`config.mk`:
```
export PLATFORM = sky130hd
export DESIGN_NAME = vc_fifo
export DESIGN_NICKNAME = d
export VERILOG_FILES = /design/src/rtl/vc_fifo.sv
export SDC_FILE = /design/constraint.sdc
export NUM_CORES = 1
export LEC_CHECK = 0
export CELL_PAD_IN_SITES_DETAIL_PLACEMENT = 1
export CELL_PAD_IN_SITES_GLOBAL_PLACEMENT = 1
export CORE_UTILIZATION = 53
export DETAILED_ROUTE_END_ITERATION = 8
export GPL_TIMING_DRIVEN = 0
export HOLD_SLACK_MARGIN = 0.05
export PLACE_DENSITY_LB_ADDON = 0.1
export SETUP_SLACK_MARGIN = 0.05
export SYNTH_ARGS = -nofsm -noshare
export SYNTH_HDL_FRONTEND = slang
export SYNTH_SLANG_ARGS = --single-unit
export TNS_END_PERCENT = 20
```
`constraint.sdc`:
```
create_clock -name clk -period 15.5 [get_ports clk]
set_input_delay 2.325 -clock clk [delete_from_list [all_inputs] [get_ports clk]]
set_output_delay 2.325 -clock clk [all_outputs]
set_load 0.01 [all_outputs]
```
`src/rtl/vc_fifo.sv`:
```
// ---------------------------------------------------------------------------
// vc_fifo: per-virtual-channel flit FIFO with first-word fall-through read
// port, per-VC occupancy/status flags, read credits and sticky error flags.
// Each VC owns DEPTH private entries plus private read/write pointers.
// ---------------------------------------------------------------------------
module vc_fifo #(
   parameter  int WIDTH      = 32,
   parameter  int DEPTH_LOG2 = 2,
   parameter  int NUM_VC     = 2,
   parameter  int AF_MARGIN  = 1,
   localparam int DEPTH      = 1 << DEPTH_LOG2,
   localparam int VC_W       = (NUM_VC > 1) ? $clog2(NUM_VC) : 1,
   localparam int CW         = DEPTH_LOG2 + 1
) (
   input  logic                 clk,
   input  logic                 reset,
   input  logic                 wr_en_i,
   input  logic [VC_W-1:0]      wr_vc_i,
   input  logic [WIDTH-1:0]     wr_data_i,
   input  logic                 rd_en_i,
   input  logic [VC_W-1:0]      rd_vc_i,
   output logic [WIDTH-1:0]     rd_data_o,
   output logic [NUM_VC-1:0]    full_o,
   output logic [NUM_VC-1:0]    empty_o,
   output logic [NUM_VC-1:0]    almost_full_o,
   output logic [NUM_VC*CW-1:0] count_o,
   output logic [NUM_VC-1:0]    credit_out_o,
   output logic                 ovf_err_o,
   output logic                 unf_err_o,
   input  logic                 err_clr_i
);

   logic [WIDTH-1:0]      mem_q    [NUM_VC][DEPTH];
   logic [DEPTH_LOG2-1:0] wr_ptr_q [NUM_VC];
   logic [DEPTH_LOG2-1:0] wr_ptr_d [NUM_VC];
   logic [DEPTH_LOG2-1:0] rd_ptr_q [NUM_VC];
   logic [DEPTH_LOG2-1:0] rd_ptr_d [NUM_VC];
   logic [CW-1:0]         cnt_q    [NUM_VC];
   logic [CW-1:0]         cnt_d    [NUM_VC];
   logic [NUM_VC-1:0]     credit_q;
   logic                  ovf_q;
   logic                  ovf_d;
   logic                  unf_q;
   logic                  unf_d;

   logic                  wr_vc_ok_s;
   logic                  rd_vc_ok_s;
   logic [VC_W-1:0]       wr_idx_s;
   logic [VC_W-1:0]       rd_idx_s;
   logic                  wr_acc_s;
   logic                  rd_acc_s;
   logic [NUM_VC-1:0]     wr_sel_s;
   logic [NUM_VC-1:0]     rd_sel_s;

   // Status flags decoded straight from the registered per-VC counts.
   always_comb begin
      full_o        = {NUM_VC{1'b0}};
      empty_o       = {NUM_VC{1'b0}};
      almost_full_o = {NUM_VC{1'b0}};
      count_o       = {(NUM_VC*CW){1'b0}};
      for (int v = 0; v < NUM_VC; v++) begin
         full_o[v]           = (cnt_q[v] == CW'(DEPTH));
         empty_o[v]          = (cnt_q[v] == {CW{1'b0}});
         almost_full_o[v]    = (cnt_q[v] >= CW'(DEPTH - AF_MARGIN));
         count_o[v*CW +: CW] = cnt_q[v];
      end
   end

   // Accept/reject decision; out-of-range VCs are clamped to 0 for indexing only.
   always_comb begin
      wr_vc_ok_s = (32'(wr_vc_i) < NUM_VC);
      rd_vc_ok_s = (32'(rd_vc_i) < NUM_VC);
      if (wr_vc_ok_s) begin
         wr_idx_s = wr_vc_i;
      end else begin
         wr_idx_s = {VC_W{1'b0}};
      end
      if (rd_vc_ok_s) begin
         rd_idx_s = rd_vc_i;
      end else begin
         rd_idx_s = {VC_W{1'b0}};
      end
      wr_acc_s = wr_en_i & wr_vc_ok_s & ~full_o[wr_idx_s];
      rd_acc_s = rd_en_i & rd_vc_ok_s & ~empty_o[rd_idx_s];
      wr_sel_s = {NUM_VC{1'b0}};
      rd_sel_s = {NUM_VC{1'b0}};
      for (int v = 0; v < NUM_VC; v++) begin
         wr_sel_s[v] = wr_acc_s & (wr_idx_s == VC_W'(v));
         rd_sel_s[v] = rd_acc_s & (rd_idx_s == VC_W'(v));
      end
   end

   // Fall-through head of the selected VC; zero when empty or out of range (no write bypass).
   always_comb begin
      if (rd_vc_ok_s && !empty_o[rd_idx_s]) begin
         rd_data_o = mem_q[rd_idx_s][rd_ptr_q[rd_idx_s]];
      end else begin
         rd_data_o = {WIDTH{1'b0}};
      end
   end

   // Next-state for pointers, counts and sticky errors (a new error beats a clear).
   always_comb begin
      for (int v = 0; v < NUM_VC; v++) begin
         wr_ptr_d[v] = wr_ptr_q[v];
         rd_ptr_d[v] = rd_ptr_q[v];
         cnt_d[v]    = cnt_q[v];
         if (wr_sel_s[v]) begin
            wr_ptr_d[v] = wr_ptr_q[v] + DEPTH_LOG2'(1);
         end else begin
            wr_ptr_d[v] = wr_ptr_q[v];
         end
         if (rd_sel_s[v]) begin
            rd_ptr_d[v] = rd_ptr_q[v] + DEPTH_LOG2'(1);
         end else begin
            rd_ptr_d[v] = rd_ptr_q[v];
         end
         case ({wr_sel_s[v], rd_sel_s[v]})
            2'b10:   cnt_d[v] = cnt_q[v] + CW'(1);
            2'b01:   cnt_d[v] = cnt_q[v] - CW'(1);
            default: cnt_d[v] = cnt_q[v];
         endcase
      end
      ovf_d = (wr_en_i & ~wr_acc_s) | (ovf_q & ~err_clr_i);
      unf_d = (rd_en_i & ~rd_acc_s) | (unf_q & ~err_clr_i);
   end

   // Flit storage: written at the VC's write pointer on an accepted write.
   always_ff @(posedge clk or posedge reset) begin
      if (reset) begin
         for (int v = 0; v < NUM_VC; v++) begin
            for (int e = 0; e < DEPTH; e++) begin
               mem_q[v][e] <= {WIDTH{1'b0}};
            end
         end
      end else begin
         for (int v = 0; v < NUM_VC; v++) begin
            if (wr_sel_s[v]) begin
               mem_q[v][wr_ptr_q[v]] <= wr_data_i;
            end
         end
      end
   end

   // Pointer, count, credit and error registers.
   always_ff @(posedge clk or posedge reset) begin
      if (reset) begin
         for (int v = 0; v < NUM_VC; v++) begin
            wr_ptr_q[v] <= {DEPTH_LOG2{1'b0}};
            rd_ptr_q[v] <= {DEPTH_LOG2{1'b0}};
            cnt_q[v]    <= {CW{1'b0}};
         end
         credit_q <= {NUM_VC{1'b0}};
         ovf_q    <= 1'b0;
         unf_q    <= 1'b0;
      end else begin
         for (int v = 0; v < NUM_VC; v++) begin
            wr_ptr_q[v] <= wr_ptr_d[v];
            rd_ptr_q[v] <= rd_ptr_d[v];
            cnt_q[v]    <= cnt_d[v];
         end
         credit_q <= rd_sel_s;
         ovf_q    <= ovf_d;
         unf_q    <= unf_d;
      end
   end

   assign credit_out_o = credit_q;
   assign ovf_err_o    = ovf_q;
   assign unf_err_o    = unf_q;

endmodule

```
==> results.json <==
{
  "clkPwrFrac_pct": 21.4,
  "cts_resized": 0,
  "fin_setup_tns_ns": 0,
  "switching_share_pct": 33.08,
  "maxSlewHeadroom_pct": 34.98,
  "slowest_delay_ns": 0.83,
  "pwr-share-seq_pct": 37.5,
  "crit_family": "buffers and inverters",
  "yosys.area.top_type": "dfrtp_1",
  "synth_cell_type_count": 35,
  "min_delay_path_depth": 1,
  "hold_slack_ns": 0.4915,
  "n_antenna_cell": 0,
  "start_util_pct": 54.51,
  "hold_class": "flip-flop to flip-flop",
  "synth_commonest_cells": "282 x mux2_2, 274 x dfrtp_1, 67 x mux2i_1",
  "reg2reg_from": "count_o[4]$_DFFE_PP0P_",
  "n_fill_cell": 2288,
  "hold_buffers": 0,
  "routabilityCongestion": 0.7467,
  "final_nets": 1122,
  "crit_type": "input pin to output port",
  "ios": 87,
  "finClkSkew_ns": 0.007670,
  "ant_nets": 0,
  "intPower_mw": 2.255,
  "clock_path_buffers": 3,
  "syn_area_um2": 12870,
  "row_count": 56,
  "finalCriticalPeriod_ns": 7.556,
  "r2r-end": "count_o[5]$_DFFE_PP0P_",
  "final_area_um2": 15190,
  "slew_violations": 0,
  "wirelength_um": 33590,
  "die-area_um2": 24910,
  "ys_warn_count": 0,
  "dp_hpwl_um": 21540,
  "cts_num_sinks": 274,
  "final_util_pct": 64.33,
  "maxCapViolCount": 0,
  "port_buffers": 85,
  "antenna_found_initial": 0,
  "synth_ff_type": "dfrtp_1",
  "fmax_mhz": 132.3,
  "tightestPinTransition_ns": 0.9482,
  "cts_tree": "built",
  "grt_pass1_wl_um": 54050,
  "endpoint_kind": "output port",
  "grt_usage_pct": 28.78,
  "cts_buffers": 30,
  "grt.overflow.total": 0,
  "synth.top_cell.area_share_pct": 53.27,
  "root_buffer": "clkbuf_16",
  "combinationalPowerShare_pct": 41.1,
  "finalHoldViolations": 0,
  "period_share_pct": 48.75,
  "cts.clk_slew.worst_paths_ns": 0.06,
  "wire_per_inst_um": 23.77,
  "crit_fanout": 10,
  "via_per_inst": 5.935,
  "worstPathArrival_ns": 5.23,
  "drt_first_pass_iters": 4,
  "grt_max_degree": 127,
  "synth_cells": 952,
  "hold_path_end": "mem_q[103]$_DFFE_PP0P_",
  "rsz0062_at_grt": "no",
  "synth_edf_count": 0,
  "drive_gt1_share_pct": 34.64,
  "ys_seq_elements": 274,
  "path_buf_inv": 3,
  "async_flop_share_pct": 100.0,
  "grt_pass1_vias": 9423,
  "slowest_stage": "mux2i_1",
  "crit_required_ns": 13.18,
  "reg2reg_depth": 10,
  "crit_chain": "buf_2 -> mux2i_1 -> clkbuf_1 -> o211ai_1 -> a21oi_1 -> clkdlybuf4s50_1",
  "ff2ff_setup_slack_ns": 13.05,
  "setup_viol": 0,
  "die_h_um": 157.8,
  "ys_seq_area_share_pct": 53.27,
  "initialDrtViolationCount": 440,
  "status": "complete, no violations",
  "synth_area_leaders": "dfrtp_1 53%, mux2_2 25%, mux2i_1 5.2%, a211o_1 2.0%, o211ai_1 1.8%",
  "core-area_um2": 23610,
  "dieWidth_um": 157.8,
  "htreeDepth": 1,
  "ir_drop_uv": 120.1,
  "postCtsSetupBuffers": 0,
  "p_sw_mw": 1.115,
  "syn2layout_area_growth_pct": 18.01,
  "synth_nets": 1003,
  "worstSkewPairLatency_ns": 0.55,
  "place_area_um2": 14180,
  "min_from": "mem_q[103]$_DFFE_PP0P_",
  "via_count": 8386,
  "remaining_drc_errors": 0,
  "cellLeakagePower_nw": 6.698,
  "synth_most_common_cell": "mux2_2",
  "startpoint_type": "input pin",
  "powerDensity_nw_per_um2": 221.8,
  "avgSynthCellArea_um2": 13.52
}
[metal layers]
layer | up-vias | wire length (um) | global-route usage, % | share of wire (%)
met2 | 163 | 16920 | 49.61 | 50
met1 | 4457 | 14730 | 38.45 | 44
met4 | 0 | 855 | 8.322 | 2.5
met5 | - | 0 | 0 | 0
met3 | 64 | 1087 | 2.956 | 3.2
li1 | 3702 | - | - | -
[power groups by stage]
| stage | clock network (mW) | logic [mW] | registers (mW) |
|---|---|---|---|
| after floorplan | 0 | 0.926 | 1.21 |
| after global placement | 0 | 1.33 | 1.25 |
| after detailed placement | 0 | 1.38 | 1.27 |
| after CTS | 0.734 | 1.40 | 1.26 |
| after global routing | 0.761 | 1.50 | 1.31 |
| final | 0.722 | 1.39 | 1.26 |
[sequential cells by signal, indices dropped and copies added (netlist names)]
name	flops
count_o	6
credit_out_o	2
mem_q	256
ovf_err_o	1
rd_ptr_q	4
unf_err_o	1
wr_ptr_q	4
[cell families (layout without fill, tap and decap cells)]
group	after synthesis	in the layout	synth area share, %
mux	358	358	30.69
flops	274	274	53.27
compound gates	132	132	7.427
simple gates	83	83	3.295
buf+inv	81	223	3.218
fa+ha+maj	12	12	1.283
xor+xnor	12	12	0.8166
[cell type report]
| cell class | count | area [um2] | share of cell area [%] |
|---|---|---|---|
| Clock buffer | 47 | 915.9 | 6.030 |
| Buffer | 65 | 354.1 | 2.331 |
| Multi-Input combinational cell | 597 | 5600 | 36.87 |
| Tap cell | 319 | 399.1 | 2.628 |
| Inverter | 16 | 67.56 | 0.4448 |
| Sequential cell | 274 | 6857 | 45.14 |
| Timing Repair Buffer | 87 | 905.9 | 5.964 |
| Clock inverter | 8 | 90.09 | 0.5931 |
[per-stage QoR]
step / total power, mW / std cells / worst slack [ns]
5_1_grt: 3.562 / 1413 / 7.914
4_1_cts: 3.394 / 1413 / 8.026
6_report: 3.370 / 1413 / 7.944
2_1_floorplan: 2.141 / 952 / 5.623
3_3_place_gp: 2.571 / 1356 / 2.065
3_5_place_dp: 2.648 / 1358 / 8.096
[cell usage in the layout (no fill, tap or decap), types with 2 or more instances in the layout]
master | Yosys | final
a21o_1 | 2 | 2
xor2_1 | 6 | 6
clkbuf_1 | 21 | 29
bufinv_16 | 0 | 2
mux2_2 | 282 | 282
xnor2_1 | 6 | 6
fa_1 | 2 | 2
nand2_2 | 4 | 4
clkinv_2 | 0 | 6
clkbuf_8 | 0 | 8
a221oi_1 | 11 | 11
o211ai_1 | 31 | 31
dfrtp_1 | 274 | 274
and3_1 | 2 | 2
ha_1 | 10 | 10
clkdlybuf4s50_1 | 0 | 85
buf_2 | 16 | 16
a21oi_1 | 32 | 32
a22o_1 | 2 | 2
mux2_1 | 8 | 8
buf_1 | 4 | 4
nand2_1 | 41 | 41
nor2_1 | 2 | 2
inv_1 | 16 | 15
mux2i_1 | 67 | 67
a211oi_1 | 22 | 22
o21ai_0 | 3 | 3
clkbuf_16 | 0 | 31
nor2b_1 | 22 | 22
or3_1 | 3 | 3
nor3_1 | 2 | 2
buf_4 | 24 | 24
a211o_1 | 29 | 29
nor3b_1 | 2 | 2
buf_16 | 0 | 2
[worst max-delay path by stage]
stage | cells after the start | end | start | slack [ns]
floorplan | 1 | count_o[0]$_DFFE_PP0P_ | reset | 5.62
global placement | 2 | mem_q[247]$_DFFE_PP0P_ | reset | 2.07
detailed placement | 6 | rd_data_o[12] | rd_vc_i | 8.10
CTS | 6 | rd_data_o[12] | rd_vc_i | 8.03
global route | 6 | rd_data_o[12] | rd_vc_i | 7.91
finish | 6 | rd_data_o[12] | rd_vc_i | 7.94
Note: power is estimated with default switching activity, not from simulation.
